**src/rtl/shared_bus_sequencer_pkg.sv**
```systemverilog
// Shared definitions for the shared_bus_sequencer block.
// Contents:
//   DW_DEF / LW_DEF : default data width and burst-length field width
//   state_t         : sequencer FSM states (IDLE, XFER, DONE, DRAIN)
//   OWNER_C0/C1     : encoding of bus_owner for client 0 / client 1
package shared_bus_sequencer_pkg;

    localparam int DW_DEF = 8;
    localparam int LW_DEF = 4;

    typedef enum logic [1:0] {
        ST_IDLE  = 2'd0,
        ST_XFER  = 2'd1,
        ST_DONE  = 2'd2,
        ST_DRAIN = 2'd3
    } state_t;

    localparam logic OWNER_C0 = 1'b0;
    localparam logic OWNER_C1 = 1'b1;

endpackage

```
**src/rtl/shared_bus_sequencer_if.sv**
```systemverilog
// Signal bundle between the arbiter/clients/sink and the sequencer.
// Optional feature: SHARED_BUS_PARITY_EN adds bus_par (XOR of bus_data,
// qualified by bus_valid).
// Modports:
//   master : the sequencer's view (drives the shared bus, client readies,
//            done pulses and status)
//   slave  : the environment's view (arbiter grants, client beats, sink ready)
//
// Handshake: a beat transfers in a cycle where valid and ready are both high
// at the rising edge. Client side: v<n>/rdy<n>; bus side: bus_valid/bus_ready.
// A valid source holds its data until the beat is taken or it withdraws valid;
// ready may be asserted regardless of valid.
interface shared_bus_sequencer_if
    import shared_bus_sequencer_pkg::*;
#(
    parameter int DW = DW_DEF,
    parameter int LW = LW_DEF
);
    logic          G0;
    logic          G1;
    logic [LW-1:0] len0;
    logic [LW-1:0] len1;
    logic [DW-1:0] d0;
    logic [DW-1:0] d1;
    logic          v0;
    logic          v1;
    logic          rdy0;
    logic          rdy1;
    logic [DW-1:0] bus_data;
    logic          bus_valid;
    logic          bus_owner;
    logic          bus_ready;
    logic          done0;
    logic          done1;
    logic          busy;
    logic          gnt_err;
`ifdef SHARED_BUS_PARITY_EN
    logic          bus_par;
`endif

    modport master (
        input  G0, G1, len0, len1, d0, d1, v0, v1, bus_ready,
        output rdy0, rdy1, bus_data, bus_valid, bus_owner,
               done0, done1, busy, gnt_err
`ifdef SHARED_BUS_PARITY_EN
        , output bus_par
`endif
    );

    modport slave (
        output G0, G1, len0, len1, d0, d1, v0, v1, bus_ready,
        input  rdy0, rdy1, bus_data, bus_valid, bus_owner,
               done0, done1, busy, gnt_err
`ifdef SHARED_BUS_PARITY_EN
        , input bus_par
`endif
    );

endinterface

```
**src/rtl/shared_bus_sequencer_beat_counter.sv**
```systemverilog
// Burst beat counter: holds the remaining beats minus one.
// Ports:
//   clock, reset : rising-edge clock, synchronous active-high reset
//   load         : capture load_val (burst length minus one)
//   load_val     : len of the newly granted client
//   dec          : decrement on an accepted beat that is not the last
//   last         : high when the current beat is the final one (count == 0)
module shared_bus_sequencer_beat_counter #(
    parameter int LW = 4
) (
    input  logic          clock,
    input  logic          reset,
    input  logic          load,
    input  logic [LW-1:0] load_val,
    input  logic          dec,
    output logic          last
);
    logic [LW-1:0] cnt;

    always_ff @(posedge clock) begin
        if (reset) begin
            cnt <= '0;
        end else if (load) begin
            cnt <= load_val;
        end else if (dec) begin
            cnt <= cnt - LW'(1);
        end
    end

    assign last = (cnt == '0);

endmodule

```
**src/rtl/shared_bus_sequencer.sv**
```systemverilog
// shared_bus_sequencer: latches the arbiter's grant, forwards a burst of
// len+1 beats from the granted client onto the shared bus, pulses that
// client's done for one cycle, then spends one drain cycle so the client can
// drop its request before the next grant is sampled.
// Ports:
//   clock, reset : rising-edge clock, synchronous active-high reset
//   sb           : shared_bus_sequencer_if.master (grants, client beats,
//                  shared bus, done pulses, busy, sticky gnt_err)
//   fsm_state    : current FSM state for observation
// Optional feature: SHARED_BUS_PARITY_EN drives sb.bus_par = ^bus_data while
// bus_valid is high, 0 otherwise.
module shared_bus_sequencer
    import shared_bus_sequencer_pkg::*;
#(
    parameter int DW = DW_DEF,
    parameter int LW = LW_DEF
) (
    input  logic                        clock,
    input  logic                        reset,
    shared_bus_sequencer_if.master      sb,
    output state_t                      fsm_state
);
    state_t        state_q;
    state_t        state_d;
    logic          owner_q;
    logic          gnt_err_q;

    logic          load;
    logic [LW-1:0] load_val;
    logic          dec;
    logic          last;

    logic          own_v;
    logic [DW-1:0] own_d;
    logic          accept;
    logic          bus_valid_c;
    logic [DW-1:0] bus_data_c;
    logic          rdy0_c;
    logic          rdy1_c;

    shared_bus_sequencer_beat_counter #(.LW(LW)) u_beat_counter (
        .clock    (clock),
        .reset    (reset),
        .load     (load),
        .load_val (load_val),
        .dec      (dec),
        .last     (last)
    );

    assign own_v = (owner_q == OWNER_C1) ? sb.v1 : sb.v0;
    assign own_d = (owner_q == OWNER_C1) ? sb.d1 : sb.d0;

    always_ff @(posedge clock) begin
        if (reset) begin
            state_q   <= ST_IDLE;
            owner_q   <= OWNER_C0;
            gnt_err_q <= 1'b0;
        end else begin
            state_q <= state_d;
            // load only fires in IDLE with a grant present; G0 has priority
            if (load) begin
                owner_q <= sb.G0 ? OWNER_C0 : OWNER_C1;
            end
            if (state_q == ST_IDLE && sb.G0 && sb.G1) begin
                gnt_err_q <= 1'b1;
            end
        end
    end

    always_comb begin
        state_d     = state_q;
        load        = 1'b0;
        load_val    = sb.len0;
        dec         = 1'b0;
        accept      = 1'b0;
        bus_valid_c = 1'b0;
        bus_data_c  = '0;
        rdy0_c      = 1'b0;
        rdy1_c      = 1'b0;
        case (state_q)
            ST_IDLE: begin
                if (sb.G0) begin
                    load     = 1'b1;
                    load_val = sb.len0;
                    state_d  = ST_XFER;
                end else if (sb.G1) begin
                    load     = 1'b1;
                    load_val = sb.len1;
                    state_d  = ST_XFER;
                end
            end
            ST_XFER: begin
                // zero-latency pass-through between owner and shared bus
                bus_valid_c = own_v;
                bus_data_c  = own_d;
                rdy0_c      = (owner_q == OWNER_C0) && sb.bus_ready;
                rdy1_c      = (owner_q == OWNER_C1) && sb.bus_ready;
                accept      = own_v && sb.bus_ready;
                dec         = accept && !last;
                if (accept && last) begin
                    state_d = ST_DONE;
                end
            end
            ST_DONE:  state_d = ST_DRAIN;
            ST_DRAIN: state_d = ST_IDLE;
            default:  state_d = ST_IDLE;
        endcase
    end

    assign sb.bus_valid = bus_valid_c;
    assign sb.bus_data  = bus_data_c;
    assign sb.rdy0      = rdy0_c;
    assign sb.rdy1      = rdy1_c;
    assign sb.bus_owner = owner_q;
    assign sb.done0     = (state_q == ST_DONE) && (owner_q == OWNER_C0);
    assign sb.done1     = (state_q == ST_DONE) && (owner_q == OWNER_C1);
    assign sb.busy      = (state_q != ST_IDLE);
    assign sb.gnt_err   = gnt_err_q;
`ifdef SHARED_BUS_PARITY_EN
    assign sb.bus_par   = bus_valid_c & (^bus_data_c);
`endif

    assign fsm_state = state_q;

endmodule

```
**src/flat_wrapper.sv**
```systemverilog
// flat-port wrapper written by rule: the top's interface ports become plain ports
module shared_bus_sequencer_flat import shared_bus_sequencer_pkg::*;
#(
    parameter int DW = DW_DEF,
    parameter int LW = LW_DEF
)
  (clock, reset, fsm_state, sb_G0, sb_G1, sb_len0, sb_len1, sb_d0, sb_d1, sb_v0, sb_v1, sb_bus_ready, sb_rdy0, sb_rdy1, sb_bus_data, sb_bus_valid, sb_bus_owner, sb_done0, sb_done1, sb_busy, sb_gnt_err);
  shared_bus_sequencer_if #(.DW(DW), .LW(LW)) sb_i ();
  input  logic clock;
  input  logic reset;
  output state_t fsm_state;
  input wire logic [$bits(sb_i.G0)-1:0] sb_G0;
  input wire logic [$bits(sb_i.G1)-1:0] sb_G1;
  input wire logic [$bits(sb_i.len0)-1:0] sb_len0;
  input wire logic [$bits(sb_i.len1)-1:0] sb_len1;
  input wire logic [$bits(sb_i.d0)-1:0] sb_d0;
  input wire logic [$bits(sb_i.d1)-1:0] sb_d1;
  input wire logic [$bits(sb_i.v0)-1:0] sb_v0;
  input wire logic [$bits(sb_i.v1)-1:0] sb_v1;
  input wire logic [$bits(sb_i.bus_ready)-1:0] sb_bus_ready;
  output wire logic [$bits(sb_i.rdy0)-1:0] sb_rdy0;
  output wire logic [$bits(sb_i.rdy1)-1:0] sb_rdy1;
  output wire logic [$bits(sb_i.bus_data)-1:0] sb_bus_data;
  output wire logic [$bits(sb_i.bus_valid)-1:0] sb_bus_valid;
  output wire logic [$bits(sb_i.bus_owner)-1:0] sb_bus_owner;
  output wire logic [$bits(sb_i.done0)-1:0] sb_done0;
  output wire logic [$bits(sb_i.done1)-1:0] sb_done1;
  output wire logic [$bits(sb_i.busy)-1:0] sb_busy;
  output wire logic [$bits(sb_i.gnt_err)-1:0] sb_gnt_err;
  assign sb_i.G0 = sb_G0;
  assign sb_i.G1 = sb_G1;
  assign sb_i.len0 = sb_len0;
  assign sb_i.len1 = sb_len1;
  assign sb_i.d0 = sb_d0;
  assign sb_i.d1 = sb_d1;
  assign sb_i.v0 = sb_v0;
  assign sb_i.v1 = sb_v1;
  assign sb_i.bus_ready = sb_bus_ready;
  assign sb_rdy0 = sb_i.rdy0;
  assign sb_rdy1 = sb_i.rdy1;
  assign sb_bus_data = sb_i.bus_data;
  assign sb_bus_valid = sb_i.bus_valid;
  assign sb_bus_owner = sb_i.bus_owner;
  assign sb_done0 = sb_i.done0;
  assign sb_done1 = sb_i.done1;
  assign sb_busy = sb_i.busy;
  assign sb_gnt_err = sb_i.gnt_err;
  shared_bus_sequencer #(.DW(DW), .LW(LW)) u_core (.clock(clock), .reset(reset), .sb(sb_i), .fsm_state(fsm_state));
endmodule
```
**config.mk**
```make
export PLATFORM = sky130hd
export DESIGN_NAME = shared_bus_sequencer_flat
export DESIGN_NICKNAME = d
export VERILOG_FILES = /design/src/rtl/shared_bus_sequencer_pkg.sv /design/src/rtl/shared_bus_sequencer_if.sv /design/src/rtl/shared_bus_sequencer_beat_counter.sv /design/src/rtl/shared_bus_sequencer.sv /design/src/flat_wrapper.sv
export SDC_FILE = /design/constraint.sdc
export NUM_CORES = 1
export LEC_CHECK = 0
export CORE_MARGIN = 4
export CORE_UTILIZATION = 35
export DETAILED_ROUTE_END_ITERATION = 10
export GPL_ROUTABILITY_DRIVEN = 0
export PLACE_DENSITY = 0.79
export SLEW_MARGIN = 40
export SYNTH_ARGS = -nofsm -noshare
export SYNTH_HDL_FRONTEND = slang
export SYNTH_SLANG_ARGS = --single-unit
```
**constraint.sdc**
```tcl
create_clock -name clock -period 1.65 [get_ports clock]
set_input_delay 0.33 -clock clock [delete_from_list [all_inputs] [get_ports clock]]
set_output_delay 0.33 -clock clock [all_outputs]
set_load 0.03 [all_outputs]
```
## Word level (Yosys, flattened, before mapping)

Index checks and enable logic that the tools add are counted.

| storage, ports and cells | value |
|---|---|
| logic and storage cells | 46 |
| output and inout bits | 18 |
| register bits after elaboration | 8 |

| cells by class | value |
|---|---|
| eq/ne operators | 5 |
| add/sub/neg operators | 1 |
| reduce and logical (&&, ||, !) cells | 15 |
| muxes and demuxes | 20 |
| bitwise operators | 1 |

Operators with widths:

| operator | number |
|---|---|
| 2-to-1 mux 4 bit | 5 |
| 2-to-1 mux 8 bit | 2 |
| logical AND 1 bit | 9 |
| 2-to-1 mux 1 bit | 9 |
| case mux 2 bit (4 select lines) | 1 |
| 2-to-1 mux 2 bit | 3 |
| equality test 2 bit (second input constant) | 2 |
| zero test 4 bit | 1 |
| nonzero test 2 bit | 2 |
| subtractor 4 x 1 -> 4 bit (second input constant) | 1 |
| inequality test 3 bit (second input constant) | 1 |
| equality test 2 x 1 -> 1 bit (second input constant) | 1 |
| zero test 2 bit | 1 |
| inequality test 2 x 1 -> 1 bit (second input constant) | 1 |
| AND reduction 2 bit | 1 |
| zero test 1 bit | 1 |
| inverter 1 bit | 1 |

## Longest topological paths before layout

| depth | value |
|---|---|
| depth in word-level cells | 6 |
| mapped depth | 7 |
| gate-level depth less buffers | 6 |

## Hierarchy

From an unflattened synthesis, not the netlist that was laid out.

| second synthesis, totals | value |
|---|---|
| cells, all modules | 83 |
| area, all modules | 705.7 um^2 |

By module, submodules not included:

| module | area each (um^2) | cells each | sequential area each (um^2) | instances |
|---|---|---|---|---|
| shared_bus_sequencer | 473.0 | 57 | 80.1 | 1 |
| shared_bus_sequencer_beat_counter | 232.7 | 26 | 80.1 | 1 |

## Worst setup path after synthesis

OpenSTA, ideal clock, no wires.

| timing path | value |
|---|---|
| kind | flip-flop to output port |
| start point | register u_core.state_q[0], in the netlist u_core.fsm_state[0] |
| end point | output port sb_bus_data[0] |
| buffers on the path | 0 |
| slack | -0.109 ns |
| required time | 1.320 ns |
| stages on the path, launching flop included | 4 |
| arrival | 1.429 ns |
| path through | dfxtp_1 > ha_1 > clkinv_1 > nor2_1 |

| between the ends | value |
|---|---|
| cells in the longest elaborated chain, start to end | 2 |

RTL lines:

| what | line | RTL |
|---|---|---|
| start, declared | shared_bus_sequencer.sv:23 | `state_t state_q;` |
| start signal, assigned | shared_bus_sequencer.sv:59 | `state_q <= state_d;` |
| equality test 2 x 1 -> 1 bit | shared_bus_sequencer.sv:80 | `case (state_q)` |
| 2-to-1 mux 8 bit | shared_bus_sequencer.sv:80 |  |
| end, declared | flat_wrapper.sv:23 | `output wire logic [$bits(sb_i.bus_data)-1:0] sb_bus_data;` |

No other way between the ends.

## Final worst setup path

| timing path | value |
|---|---|
| start point | input port sb_bus_ready |
| end point | output port sb_rdy0 |

| between the ends | value |
|---|---|
| cells in the longest elaborated chain, start to end | 2 |

RTL lines:

| what | line | RTL |
|---|---|---|
| start, declared | flat_wrapper.sv:20 | `input wire logic [$bits(sb_i.bus_ready)-1:0] sb_bus_ready;` |
| logical AND 1 bit | shared_bus_sequencer.sv:96 | `rdy0_c = (owner_q == OWNER_C0) && sb.bus_ready;` |
| 2-to-1 mux 1 bit | shared_bus_sequencer.sv:80 |  |
| end, declared | flat_wrapper.sv:21 | `output wire logic [$bits(sb_i.rdy0)-1:0] sb_rdy0;` |

No other way between the ends.

==> results.json <==
{
  "drt_iter0_markers": 11,
  "outcome": "finished, final reports clean",
  "relSlewSlack": 0.7459,
  "cts_buffers": 3,
  "setup_tns_ns": 0,
  "grt_pass1_vias": 879,
  "place_hpwl_um": 1882,
  "ctsHtreeMaxLevel": 1,
  "wire_per_inst_um": 12.85,
  "rows": 16,
  "die_h_um": 54.16,
  "final_core_utilization": 0.6644,
  "synthDominantCellAreaShare": 0.2148,
  "power.density_nw_per_um2": 1633,
  "syn_area_per_cell_um2": 7.933,
  "yosys.area_share.adder": 0.08389,
  "period_share": 0.9734,
  "synthMuxAreaShare": 0.1678,
  "io_pins": 49,
  "design_area_um2": 1330,
  "final_max_slew_viol_count": 0,
  "grt_max_degree": 11,
  "area_growth_syn_to_layout_pct": 78.36,
  "num-fill-cells": 170,
  "dr_total_vias": 907,
  "reg2reg_from": "u_core.u_beat_counter.cnt[1]",
  "fp.dieW_um": 54.16,
  "antenna_cells": 0,
  "grt_pass1_wl_um": 3519,
  "tightestPinTransition_ns": 0.3799,
  "hold_end": "u_core.sb.gnt_err",
  "regToRegSetupSlack_ns": 0.16,
  "ir_drop_uv": 1021,
  "drv_cap": 0,
  "end_kind": "output pin",
  "grt_overflow": 0,
  "synth_top_cell_by_area": "dfxtp_1",
  "hold-worst-slack_ns": 0.5039,
  "yosysMostFrequentCell": "nor2_1",
  "p_leak_nw": 0.5833,
  "cts_root_buf": "clkbuf_4",
  "min_from": "u_core.sb.gnt_err",
  "ys.flop_type": "dfxtp_1",
  "clockBufferDepth": 2,
  "io_buffers": 48,
  "rr_worst_depth": 6,
  "antenna_left": 0,
  "critPathKind": "in -> out",
  "cts.sinks": 8,
  "start_util": 0.3725,
  "drt_pass1_iterations": 4,
  "fin_worst_skew_ns": 0.005348,
  "synth_edf_count": 0,
  "synth-seq-area-share": 0.2148,
  "fin_total_pwr_mw": 2.172,
  "arrival_ns": 1.28,
  "hold_depth": 2,
  "synth_compound_area_frac": 0.2332,
  "finalWirelength_um": 2275,
  "antenna_found_initial": 0,
  "period_needed_ns": 1.606,
  "synthCells": 94,
  "post_dp_cell_area_um2": 1255,
  "clk_latency_ns": 0.25,
  "hold_buffers": 0,
  "async_flop_share": 0,
  "rr_endpoint": "u_core.u_beat_counter.cnt[0]",
  "cp_max_fo": 2,
  "max_freq_ghz": 0.6226,
  "vias_per_cell": 5.124,
  "dieArea_um2": 2933,
  "core_um2": 2002,
  "syn-cell-area_um2": 745.7,
  "yosys-top-cells-count": "nor2_1 (16), mux2i_1 (11), dfxtp_1 (8), inv_1 (8)",
  "ys_types": 35,
  "cts_tree": "yes",
  "hold_path.class": "reg -> reg",
  "fin_nets": 188,
  "yosysWarnings": 0,
  "cp-start-kind": "input pin",
  "setup_viol_count_final": 0,
  "drcViolationCount": 0,
  "synthSimpleGateAreaFrac": 0.2164,
  "synth_nets": 130,
  "layout-drive-gt1-share": 0.2867,
  "hold_violations": 0,
  "synth_xor_area_frac": 0,
  "clk_pin_slew_ns": 0.05,
  "ys_seq_elements": 8,
  "rsz0062_at_grt": "true",
  "netlist_top_cells_area": "dfxtp_1 (21%), mux2i_1 (15%), ha_1 (8.4%), nor2_1 (8.1%), inv_1 (4.0%)",
  "synth_top_family_by_area": "compound AO/OA/AOI/OAI gates",
  "required_ns": 1.32,
  "track_usage": 0.1592
}
-- per-layer routing --
metal / track usage / share of wire / vias to the layer above
met3: 0.05817 / 0.15 / 2
li1: - / - / 448
met1: 0.1763 / 0.41 / 402
met4: 0.06224 / 0.0084 / 0
met5: 0 / 0 / -
met2: 0.2729 / 0.43 / 55
-- where the power goes --
group          internal [mW]  switching, mW
Sequential             0.287          0.101
Combinational          0.739          0.900
Clock                 0.0829         0.0615
-- worst max-delay path, cell delays in order --
cell and delay (ns):
clkdlybuf4s50_1 0.50, nand2_2 0.08, buf_4 0.13, nor2_1 0.07, buf_4 0.16
-- logic make-up after synthesis --
kind of cell,after synthesis
AO/OA/AOI/OAI,21
adder cells (fa/ha/maj),5
buffers and inverters,14
flip-flops,8
multiplexers,12
AND/OR/NAND/NOR,34
-- flip-flops by register name, indices dropped and copies added, names as in the netlist --
register	count
u_core.sb.gnt_err	1
u_core.fsm_state	2
u_core.u_beat_counter.cnt	4
u_core.sb.bus_owner	1
-- through the flow --
stage                     instances  setup WS, ns
after floorplan                  94      -0.07907
after global placement          172      -0.04658
after detailed placement        172      -0.06932
after CTS                       176      0.008964
after global routing            177      -0.05537
final                           177       0.04388
-- layout by cell type (no fill, tap or decap), types with 2 or more instances in the layout --
cell type	n
o21ai_0	2
nor2_1	16
o221ai_1	2
a21oi_1	4
clkdlybuf4s50_1	31
and2_1	2
inv_2	2
nand3_1	4
clkbuf_4	3
inv_1	6
buf_4	24
dfxtp_1	5
a21o_1	2
ha_1	4
mux2i_1	10
nand2_1	4
dfxtp_2	2
-- area by class of cell --
| cell class | count | area (um2) | area share |
|---|---|---|---|
| clock buffer | 3 | 22.52 | 0.01693 |
| inverter | 9 | 36.28 | 0.02728 |
| multi-input combinational | 72 | 548.0 | 0.4120 |
| sequential | 8 | 166.4 | 0.1251 |
| tap | 27 | 33.78 | 0.02540 |
| timing repair buffer | 58 | 523.0 | 0.3932 |
-- how the worst max path moves through the flow --
stage | slack [ns] | cells past startpoint | startpoint | endpoint
final | 0.04 | 5 | sb_bus_ready | sb_rdy0
after detailed placement | -0.07 | 5 | sb_v1 | u_core.u_beat_counter.cnt[1]
after global placement | -0.05 | 5 | sb_v1 | u_core.u_beat_counter.cnt[1]
after floorplan | -0.08 | 4 | u_core.fsm_state[1] | sb_bus_data[0]
after CTS | 0.009 | 1 | u_core.fsm_state[0] | fsm_state[0]
after global routing | -0.06 | 6 | u_core.fsm_state[1] | sb_rdy0
-- repair_timing --
| item | in CTS | in global routing |
|---|---|---|
| hold endpoints to repair | 0 | 0 |
| gates resized for setup | 6 | 8 |
| setup endpoints to repair | 10 | 17 |
| setup buffers | 1 | 1 |
No activity file was read; power rests on OpenSTA's default activity.
